File: config.mk
export PLATFORM = sky130hd
export DESIGN_NAME = ddr3_burst_writer_flat
export DESIGN_NICKNAME = d
export VERILOG_FILES = /design/src/rtl/ddr3_burst_writer_pkg.sv /design/src/rtl/ddr3_burst_writer_if.sv /design/src/rtl/ddr3_burst_writer.sv /design/src/flat_wrapper.sv
export SDC_FILE = /design/constraint.sdc
export NUM_CORES = 1
export LEC_CHECK = 0
export CORE_UTILIZATION = 52
export CTS_BUF_LIST = sky130_fd_sc_hd__clkbuf_8 sky130_fd_sc_hd__clkbuf_16
export DETAILED_ROUTE_END_ITERATION = 12
export HOLD_SLACK_MARGIN = 0.08
export PLACE_DENSITY_LB_ADDON = 0.3
export RECOVER_POWER = 100
export SLEW_MARGIN = 30
export SYNTH_ARGS = -nofsm -noshare
export SYNTH_HDL_FRONTEND = slang
export SYNTH_SLANG_ARGS = --single-unit
File: constraint.sdc
create_clock -name clk -period 5.6 [get_ports clk]
set_input_delay 1.68 -clock clk [delete_from_list [all_inputs] [get_ports clk]]
set_output_delay 1.68 -clock clk [all_outputs]
set_load 0.005 [all_outputs]
File: src/rtl/ddr3_burst_writer_pkg.sv
// rtl/ddr3_burst_writer_pkg.sv - MCB instruction codes and burst writer FSM encoding
package ddr3_port_pkg;

   localparam logic [2:0] MCB_WRITE    = 3'b000;
   localparam logic [2:0] MCB_READ     = 3'b001;
   localparam logic [2:0] MCB_WRITE_AP = 3'b010;
   localparam logic [2:0] MCB_READ_AP  = 3'b011;

   localparam logic [2:0] ST_IDLE = 3'd0;
   localparam logic [2:0] ST_FILL = 3'd1;
   localparam logic [2:0] ST_CMD  = 3'd2;
   localparam logic [2:0] ST_DONE = 3'd3;
   localparam logic [2:0] ST_ERR  = 3'd4;

endpackage

File: src/rtl/ddr3_burst_writer_if.sv
// rtl/ddr3_burst_writer_if.sv - input word stream plus MCB write-port cmd/wr signals
interface ddr3_burst_writer_if #(
   parameter int ADDR_WIDTH = 30
);
   logic [31:0]           in_data;
   logic                  in_valid;
   logic                  in_ready;
   logic                  cmd_en;
   logic [2:0]            cmd_instr;
   logic [5:0]            cmd_bl;
   logic [ADDR_WIDTH-1:0] cmd_byte_addr;
   logic                  cmd_full;
   logic                  wr_en;
   logic [3:0]            wr_mask;
   logic [31:0]           wr_data;
   logic                  wr_full;
   logic                  wr_underrun;
   logic                  wr_error;

   modport master (
      input  in_data, in_valid, cmd_full, wr_full, wr_underrun, wr_error,
      output in_ready, cmd_en, cmd_instr, cmd_bl, cmd_byte_addr, wr_en, wr_mask, wr_data
   );

   modport slave (
      output in_data, in_valid, cmd_full, wr_full, wr_underrun, wr_error,
      input  in_ready, cmd_en, cmd_instr, cmd_bl, cmd_byte_addr, wr_en, wr_mask, wr_data
   );
endinterface

File: src/rtl/ddr3_burst_writer.sv
// rtl/ddr3_burst_writer.sv - splits a word transfer into MCB write bursts: fill FIFO, then one command
module ddr3_burst_writer
   import ddr3_port_pkg::*;
#(
   parameter int MAX_BURST   = 64,
   parameter int ADDR_WIDTH  = 30,
   parameter int COUNT_WIDTH = 24
) (
   input  logic                   clk,
   input  logic                   rst_n,
   input  logic                   calibration_done,
   input  logic                   start,
   input  logic [ADDR_WIDTH-1:0]  start_addr,
   input  logic [COUNT_WIDTH-1:0] word_count,
   output logic                   busy,
   output logic                   done,
   output logic                   error,
   ddr3_burst_writer_if.master    bus
);

   logic [2:0]             state_q, state_d;
   logic [ADDR_WIDTH-1:0]  addr_q, addr_d;
   logic [COUNT_WIDTH-1:0] remaining_q, remaining_d;
   logic [5:0]             bl_m1_q, bl_m1_d;
   logic [6:0]             fill_cnt_q, fill_cnt_d;
   logic                   error_q, error_d;

   logic [6:0]             burst_len;
   logic [COUNT_WIDTH-1:0] rem_after;
   logic                   err_in, ready, push, cmd_fire;

   // burst length is held as len-1 so cmd_bl resets to 0 and 64 fits in 6 bits
   function automatic logic [5:0] bl_m1_of(input logic [COUNT_WIDTH-1:0] n);
      if (n > COUNT_WIDTH'(MAX_BURST))
         return 6'(MAX_BURST - 1);
      else
         return 6'(n - COUNT_WIDTH'(1));
   endfunction

   assign burst_len = {1'b0, bl_m1_q} + 7'd1;
   assign rem_after = remaining_q - COUNT_WIDTH'(burst_len);
   assign err_in    = bus.wr_underrun | bus.wr_error;
   assign ready     = (state_q == ST_FILL) & (fill_cnt_q < burst_len) & ~bus.wr_full & ~err_in;
   assign push      = ready & bus.in_valid;
   assign cmd_fire  = (state_q == ST_CMD) & ~bus.cmd_full & ~err_in;

   assign bus.in_ready      = ready;
   assign bus.wr_en         = push;
   assign bus.wr_data       = bus.in_data;
   assign bus.wr_mask       = 4'b0000;
   assign bus.cmd_en        = cmd_fire;
   assign bus.cmd_instr     = MCB_WRITE;
   assign bus.cmd_bl        = bl_m1_q;
   assign bus.cmd_byte_addr = addr_q;

   assign busy  = (state_q != ST_IDLE);
   assign done  = (state_q == ST_DONE) | (state_q == ST_ERR);
   assign error = error_q;

   always_comb begin
      state_d     = state_q;
      addr_d      = addr_q;
      remaining_d = remaining_q;
      bl_m1_d     = bl_m1_q;
      fill_cnt_d  = fill_cnt_q;
      error_d     = error_q;
      case (state_q)
         ST_IDLE: begin
            if (start && calibration_done) begin
               addr_d      = start_addr & ~ADDR_WIDTH'(3);
               remaining_d = word_count;
               error_d     = 1'b0;
               fill_cnt_d  = 7'd0;
               if (word_count == '0) begin
                  state_d = ST_DONE;
               end else begin
                  bl_m1_d = bl_m1_of(word_count);
                  state_d = ST_FILL;
               end
            end
         end
         ST_FILL: begin
            if (err_in) begin
               error_d = 1'b1;
               state_d = ST_ERR;
            end else if (push) begin
               fill_cnt_d = fill_cnt_q + 7'd1;
               if (fill_cnt_q + 7'd1 == burst_len)
                  state_d = ST_CMD;
            end
         end
         ST_CMD: begin
            if (err_in) begin
               error_d = 1'b1;
               state_d = ST_ERR;
            end else if (cmd_fire) begin
               addr_d      = addr_q + ADDR_WIDTH'({burst_len, 2'b00});
               remaining_d = rem_after;
               if (rem_after == '0) begin
                  state_d = ST_DONE;
               end else begin
                  bl_m1_d    = bl_m1_of(rem_after);
                  fill_cnt_d = 7'd0;
                  state_d    = ST_FILL;
               end
            end
         end
         ST_DONE: state_d = ST_IDLE;
         ST_ERR:  state_d = ST_IDLE;
         default: state_d = ST_IDLE;
      endcase
   end

   always_ff @(posedge clk) begin
      if (!rst_n) begin
         state_q     <= ST_IDLE;
         addr_q      <= '0;
         remaining_q <= '0;
         bl_m1_q     <= '0;
         fill_cnt_q  <= '0;
         error_q     <= 1'b0;
      end else begin
         state_q     <= state_d;
         addr_q      <= addr_d;
         remaining_q <= remaining_d;
         bl_m1_q     <= bl_m1_d;
         fill_cnt_q  <= fill_cnt_d;
         error_q     <= error_d;
      end
   end

endmodule
File: src/flat_wrapper.sv
// flat-port wrapper written by rule: the top's interface ports become plain ports
module ddr3_burst_writer_flat import ddr3_port_pkg::*;
#(
   parameter int MAX_BURST   = 64,
   parameter int ADDR_WIDTH  = 30,
   parameter int COUNT_WIDTH = 24
)
  (clk, rst_n, calibration_done, start, start_addr, word_count, busy, done, error, bus_in_data, bus_in_valid, bus_cmd_full, bus_wr_full, bus_wr_underrun, bus_wr_error, bus_in_ready, bus_cmd_en, bus_cmd_instr, bus_cmd_bl, bus_cmd_byte_addr, bus_wr_en, bus_wr_mask, bus_wr_data);
  ddr3_burst_writer_if #(.ADDR_WIDTH(ADDR_WIDTH)) bus_i ();
  input  logic clk;
  input  logic rst_n;
  input  logic calibration_done;
  input  logic start;
  input  logic [ADDR_WIDTH-1:0] start_addr;
  input  logic [COUNT_WIDTH-1:0] word_count;
  output logic busy;
  output logic done;
  output logic error;
  input wire logic [$bits(bus_i.in_data)-1:0] bus_in_data;
  input wire logic [$bits(bus_i.in_valid)-1:0] bus_in_valid;
  input wire logic [$bits(bus_i.cmd_full)-1:0] bus_cmd_full;
  input wire logic [$bits(bus_i.wr_full)-1:0] bus_wr_full;
  input wire logic [$bits(bus_i.wr_underrun)-1:0] bus_wr_underrun;
  input wire logic [$bits(bus_i.wr_error)-1:0] bus_wr_error;
  output wire logic [$bits(bus_i.in_ready)-1:0] bus_in_ready;
  output wire logic [$bits(bus_i.cmd_en)-1:0] bus_cmd_en;
  output wire logic [$bits(bus_i.cmd_instr)-1:0] bus_cmd_instr;
  output wire logic [$bits(bus_i.cmd_bl)-1:0] bus_cmd_bl;
  output wire logic [$bits(bus_i.cmd_byte_addr)-1:0] bus_cmd_byte_addr;
  output wire logic [$bits(bus_i.wr_en)-1:0] bus_wr_en;
  output wire logic [$bits(bus_i.wr_mask)-1:0] bus_wr_mask;
  output wire logic [$bits(bus_i.wr_data)-1:0] bus_wr_data;
  assign bus_i.in_data = bus_in_data;
  assign bus_i.in_valid = bus_in_valid;
  assign bus_i.cmd_full = bus_cmd_full;
  assign bus_i.wr_full = bus_wr_full;
  assign bus_i.wr_underrun = bus_wr_underrun;
  assign bus_i.wr_error = bus_wr_error;
  assign bus_in_ready = bus_i.in_ready;
  assign bus_cmd_en = bus_i.cmd_en;
  assign bus_cmd_instr = bus_i.cmd_instr;
  assign bus_cmd_bl = bus_i.cmd_bl;
  assign bus_cmd_byte_addr = bus_i.cmd_byte_addr;
  assign bus_wr_en = bus_i.wr_en;
  assign bus_wr_mask = bus_i.wr_mask;
  assign bus_wr_data = bus_i.wr_data;
  ddr3_burst_writer #(.MAX_BURST(MAX_BURST), .ADDR_WIDTH(ADDR_WIDTH), .COUNT_WIDTH(COUNT_WIDTH)) u_core (.clk(clk), .rst_n(rst_n), .calibration_done(calibration_done), .start(start), .start_addr(start_addr), .word_count(word_count), .busy(busy), .done(done), .error(error), .bus(bus_i));
endmodule
---- Word-level counts from Yosys, hierarchy flattened ----
Index checks and enable logic that the tools add are counted.
storage, ports and cells
  register bits ........................... 71
  input bits .............................. 95
  output and inout bits ................... 81
cells by class
  $add $sub $neg .......................... 6
  $lt $le $gt $ge ......................... 3
  eq/ne operators ......................... 16
  muxes and demuxes ....................... 35
  bitwise gates (word level) .............. 11
  reduce and logical (&&, ||, !) cells .... 14
operators with widths
  kind                                                                    number
  30-bit two-way mux                                                      3
  24-bit two-way mux                                                      3
  30-bit one-hot mux with 2 select lines                                  1
  24-bit by 7-bit > comparator with 1-bit output (second input constant)  2
  24-bit zero test                                                        2
  24-bit one-hot mux with 2 select lines                                  1
  6-bit two-way mux                                                       7
  7-bit two-way mux                                                       6
  30-bit by 9-bit adder with 30-bit output                                1
  24-bit by 7-bit subtractor with 24-bit output                           1
  7-bit one-hot mux with 3 select lines                                   1
  3-bit two-way mux                                                       6
  2-bit != test (second input constant)                                   6
  6-bit one-hot mux with 2 select lines                                   1
  6-bit by 1-bit subtractor with 6-bit output (second input constant)     2
  3-bit by 2-bit != test with 1-bit output (second input constant)        3
  3-bit one-hot mux with 3 select lines                                   1
  4-bit AND reduction                                                     2
  6-bit by 1-bit adder with 7-bit output (second input constant)          1
  7-bit by 1-bit adder with 7-bit output (second input constant)          1
  7-bit equality test                                                     1
  7-bit < comparator                                                      1
  7-bit AND reduction                                                     1
  1-bit AND                                                               6
  other kinds (16)                                                        25

---- Depth between registers and ports, before layout ----
  word-level depth ........................ 9
  gate-level depth with buffers ........... 15
  depth with buffers taken out ............ 13

---- Worst setup path after synthesis ----
Ideal clock, no wire load.
  path type ............................... input-to-output
  start ................................... in bus_wr_error
  end ..................................... out bus_wr_en
  arrival ................................. 2873 ps
  path slack .............................. 1047 ps
  stages .................................. 4
  cells stage by stage .................... nor2_1 nand2_1 or3_1 a211oi_1
between the ends
  word-level cells in the longest chain between the ends .. 4
ends and longest elaborated chain
  item            line                     source
  from (decl)     flat_wrapper.sv:24       input wire logic [$bits(bus_i.wr_error)-1:0] bus_wr_error;
  1-bit OR        ddr3_burst_writer.sv:42  assign err_in = bus.wr_underrun | bus.wr_error;
  1-bit inverter  ddr3_burst_writer.sv:43  assign ready = (state_q == ST_FILL) & (fill_cnt_q < burst_len) & ~bus.wr_full & ~err_in;
  1-bit AND       ddr3_burst_writer.sv:43
  1-bit AND       ddr3_burst_writer.sv:44  assign push = ready & bus.in_valid;
  to (decl)       flat_wrapper.sv:30       output wire logic [$bits(bus_i.wr_en)-1:0] bus_wr_en;
Every way passes these cells.

---- Worst setup path in the final report ----
Same ends and word-level chain as after synthesis.

==> results.tsv <==
stage	metric	value	unit
global_route	pin count of the biggest net entering global routing	80	
placed_design	HPWL after DPL	11.9	mm
synthesis	EDFF count, synth	0	
synthesis	Syn Inst Count	761	
worst_setup_path	r2r startpoint	u_core.bus.cmd_bl[0]	
synthesis	FF+latch count, synth	69	
cells_and_area	Reg area	1380	sq um
status	failing checks	max-capacitance violations, max-slew violations	
floorplan	core area	10900	sq um
drt	Via-to-Cell Ratio	6.38	
cells_and_area	diodes inserted	0	
cts	clock-pin slew on the worst setup and hold paths	0.07	ns
synthesis	most frequent cells after synthesis	nor2_1 (78), dfxtp_1 (69), nand2_1 (58), o21ai_0 (50), a21oi_1 (49)	
global_route	gr usage total	30.1	%
sta	Slew Viols, Final	43	
synthesis	top-area cell type share of the netlist area	23.8	%
pwr	Lkg Pwr	2.51	nW
cts	clk sink count	69	
floorplan	IO Pins	176	
cells_and_area	area of the multi-input gates	3830	sq um
global_route	vias in the first global route	5698	
drt	via count	6044	
synthesis	syn avg cell area	7.64	sq um
synthesis	area leader, netlist	dfxtp_1	
cts	PostCTS Resize Cnt	0	
synthesis	register area share after synthesis	23.8	%
worst_setup_path	critical path's largest stage delay	0.63	ns
cts	maximum clock insertion buffer count	2	
drt	1st-pass router iterations	5	
sta	Hold Fails Final Rpt	0	
worst_setup_path	WP depth	6	
flow_run	max-cap viol count	1	
worst_setup_path	Worst Path Required	3.92	ns
placed_design	Port Buffers	100	
status	outcome	finished, violations left	
drt	WL final	17.1	mm
placed_design	GPL Wtd Cong	0.900	
hold_path	Hold Path End	u_core.remaining_q[0]	
worst_setup_path	crit path max fanout	4	
pwr	worst vdd ir	0.172	mV
cells_and_area	Layout area overhead	15.2	%
cts	clock root cell	clkbuf_8	
synthesis	Ys Warns	0	
sta	post-layout minimum cycle time	5.38	ns
floorplan	die area	11600	sq um
floorplan	Starting Density	53.4	%
worst_setup_path	Worst setup EP type	primary output	
drt	routed len/inst	18.0	um
worst_setup_path	Critical Setup Path Class	in -> out	
synthesis	mapped cell area	5820	sq um
synthesis	post-synth cell types	93	
cts	later-pin clock latency in the skew report	0.37	ns
worst_setup_path	r2r setup slk	0.55	ns
hold_path	Hold WC Path Type	reg -> reg	
synthesis	top_reg_cell synth	dfxtp_1	
sta	# setup viols final	0	
sta	f_max	0.186	GHz
hold_path	hold_sp	u_core.remaining_q[0]	
cells_and_area	layout cells sized above 1	8.43	%
floorplan	Die Ht	108	um
global_route	first-pass GRT wire length	27.6	mm
global_route	GRT Residual Overflow	0	
floorplan	FP Rows	38	
cts	CTS Hold Bufs	0	
sta	Rel. slew slack	-36.4	%
drt	drt initial violations	425	
drt	DRC viols	0	
cts	CTS Buf Count	9	
pwr	Power Dens Cells	253	nW/um^2
synthesis	asr flop ratio synth	0	%
worst_setup_path	Buf+Inv Stages, Crit Path	2	
sta	final worst path period share	96.1	%
worst_setup_path	CP max-delay cell	dlygate4sd3_1	
worst_setup_path	crit path cell chain	clkdlybuf4s50_1 > nor2_1 > nand2_1 > or3_1 > a211oi_1 > dlygate4sd3_1	
sta	unrepaired setup endpoints after global routing	no	
sta	final setup TNS	0	ns
pwr	Final Power	1.69	mW
cells_and_area	Layout Nets	913	
synthesis	Synth area leaders	dfxtp_1 (24%), buf_4 (5.4%), nor2_1 (5.0%)	
floorplan	DIE WIDTH	108	um
cts	H-tree depth	3	
cells_and_area	Filler cells	990	
synthesis	most frequent cell after synthesis	nor2_1	
cts	Post-CTS Setup Bufs	0	
worst_setup_path	reg-to-reg endpoint	u_core.fill_cnt_q[6]	
cts	TritonCTS clock tree	done	
sta	actual slew at the worst max-slew pin	2.05	ns
worst_setup_path	Worst Setup Start Kind	input port	
worst_setup_path	Critical Path AT	3.70	ns
drt	antenna viol nets, final	0	
cells_and_area	Design Area, Final	6700	sq um
global_route	initial antenna violation count	0	
sta	Final Skew	0.0109	ns
hold_path	Hold Crit Depth	2	
worst_setup_path	reg2reg path depth	13	
placed_design	placed inst area	6550	sq um
worst_setup_path	delay-heaviest family, CP	buffers and inverters	
==> where the power goes <==
group / switching (mW) / internal, mW / leakage, nW / total [mW]
logic: 0.390 / 0.314 / 1.85 / 0.705
registers: 0.0609 / 0.535 / 0.565 / 0.596
clock network: 0.221 / 0.172 / 0.0938 / 0.393
==> state kept, by name, summed over array words and instances, names as in the netlist <==
signal                    count
u_core.fill_cnt_q             7
u_core.bus.cmd_bl             6
u_core.state_q                3
u_core.error                  1
u_core.bus.cmd_byte_addr     28
u_core.remaining_q           24
==> area by class of cell <==
cell class / instances / share of cell area [%]
Inverter: 21 / 1.18
Multi-Input combinational cell: 593 / 57.2
Timing Repair Buffer: 108 / 15.8
Clock inverter: 6 / 0.579
Sequential cell: 69 / 20.6
Clock buffer: 10 / 2.05
Tap cell: 140 / 2.62
==> through the flow <==
step,instances,setup WS [ns],util [%],hold slack [ns]
after floorplan,769,1.05,-,0.432
after global placement,931,0.286,60.1,0.440
after detailed placement,931,0.269,60.1,0.458
after CTS,947,0.257,61.7,0.470
after global routing,947,0.0716,61.5,0.500
final,947,0.220,61.5,0.482
==> worst register-to-register path: stages (launching register included) <==
cell	delay (ns)
dfxtp_1	0.41
ha_1	0.25
and3_1	0.26
nand3_1	0.27
ha_1	0.48
nand2_1	0.10
and4bb_2	0.23
a31o_1	0.26
nor3_1	0.70
nand3_2	0.16
a2111oi_2	0.91
nand3_2	0.23
and3_1	0.33
mux2_1	0.36
==> cell usage in the layout, fill, tap and decap left out, drive strengths merged, types with 5 or more instances in the layout <==
| cell type | count |
|---|---|
| a211oi | 19 |
| a21o | 5 |
| a21oi | 50 |
| a22oi | 11 |
| a311oi | 11 |
| a31oi | 10 |
| and2 | 14 |
| and3 | 12 |
| buf | 7 |
| clkbuf | 11 |
| clkdlybuf4s50 | 60 |
| conb | 9 |
| dfxtp | 69 |
| dlygate4sd3 | 40 |
| ha | 14 |
| inv | 23 |
| maj3 | 12 |
| nand2 | 59 |
| nand3 | 29 |
| nand4 | 10 |
| nor2 | 79 |
| nor3 | 24 |
| nor4 | 8 |
| o211ai | 5 |
| o21a | 6 |
| o21ai | 56 |
| o221a | 5 |
| o22ai | 8 |
| o31ai | 8 |
| or3 | 13 |
| or4 | 11 |
| xnor2 | 30 |
| xor2 | 10 |
==> kinds of logic (layout without fill, tap and decap cells) <==
family / Yosys count / after routing / synth area share, %
simple gates: 285 / 285 / 25.9
compound gates: 225 / 225 / 26.5
mux: 6 / 6 / 1.14
buf+inv: 107 / 145 / 10.6
xor+xnor: 40 / 40 / 6.15
other cells: 1 / 9 / 0.0645
flops: 69 / 69 / 23.8
fa+ha+maj: 28 / 28 / 5.87
==> worst max path at each step <==
| stage | startpoint | end | slack [ns] |
|---|---|---|---|
| after global placement | bus_wr_error | bus_wr_en | 0.29 |
| after CTS | bus_wr_error | bus_wr_en | 0.26 |
| final | bus_wr_error | bus_wr_en | 0.22 |
| after floorplan | bus_wr_error | bus_wr_en | 1.05 |
| after detailed placement | bus_wr_error | bus_wr_en | 0.27 |
| after global routing | bus_wr_error | bus_wr_en | 0.07 |
==> metal layers <==
metal | wire length (um) | global-route usage [%] | vias up
met5 | 0 | 0 | -
met4 | 470 | 13.0 | 0
met3 | 1320 | 5.81 | 44
met2 | 7960 | 49.9 | 314
met1 | 7340 | 37.7 | 2849
li1 | - | - | 2837
(Power assumes the default switching activity.)
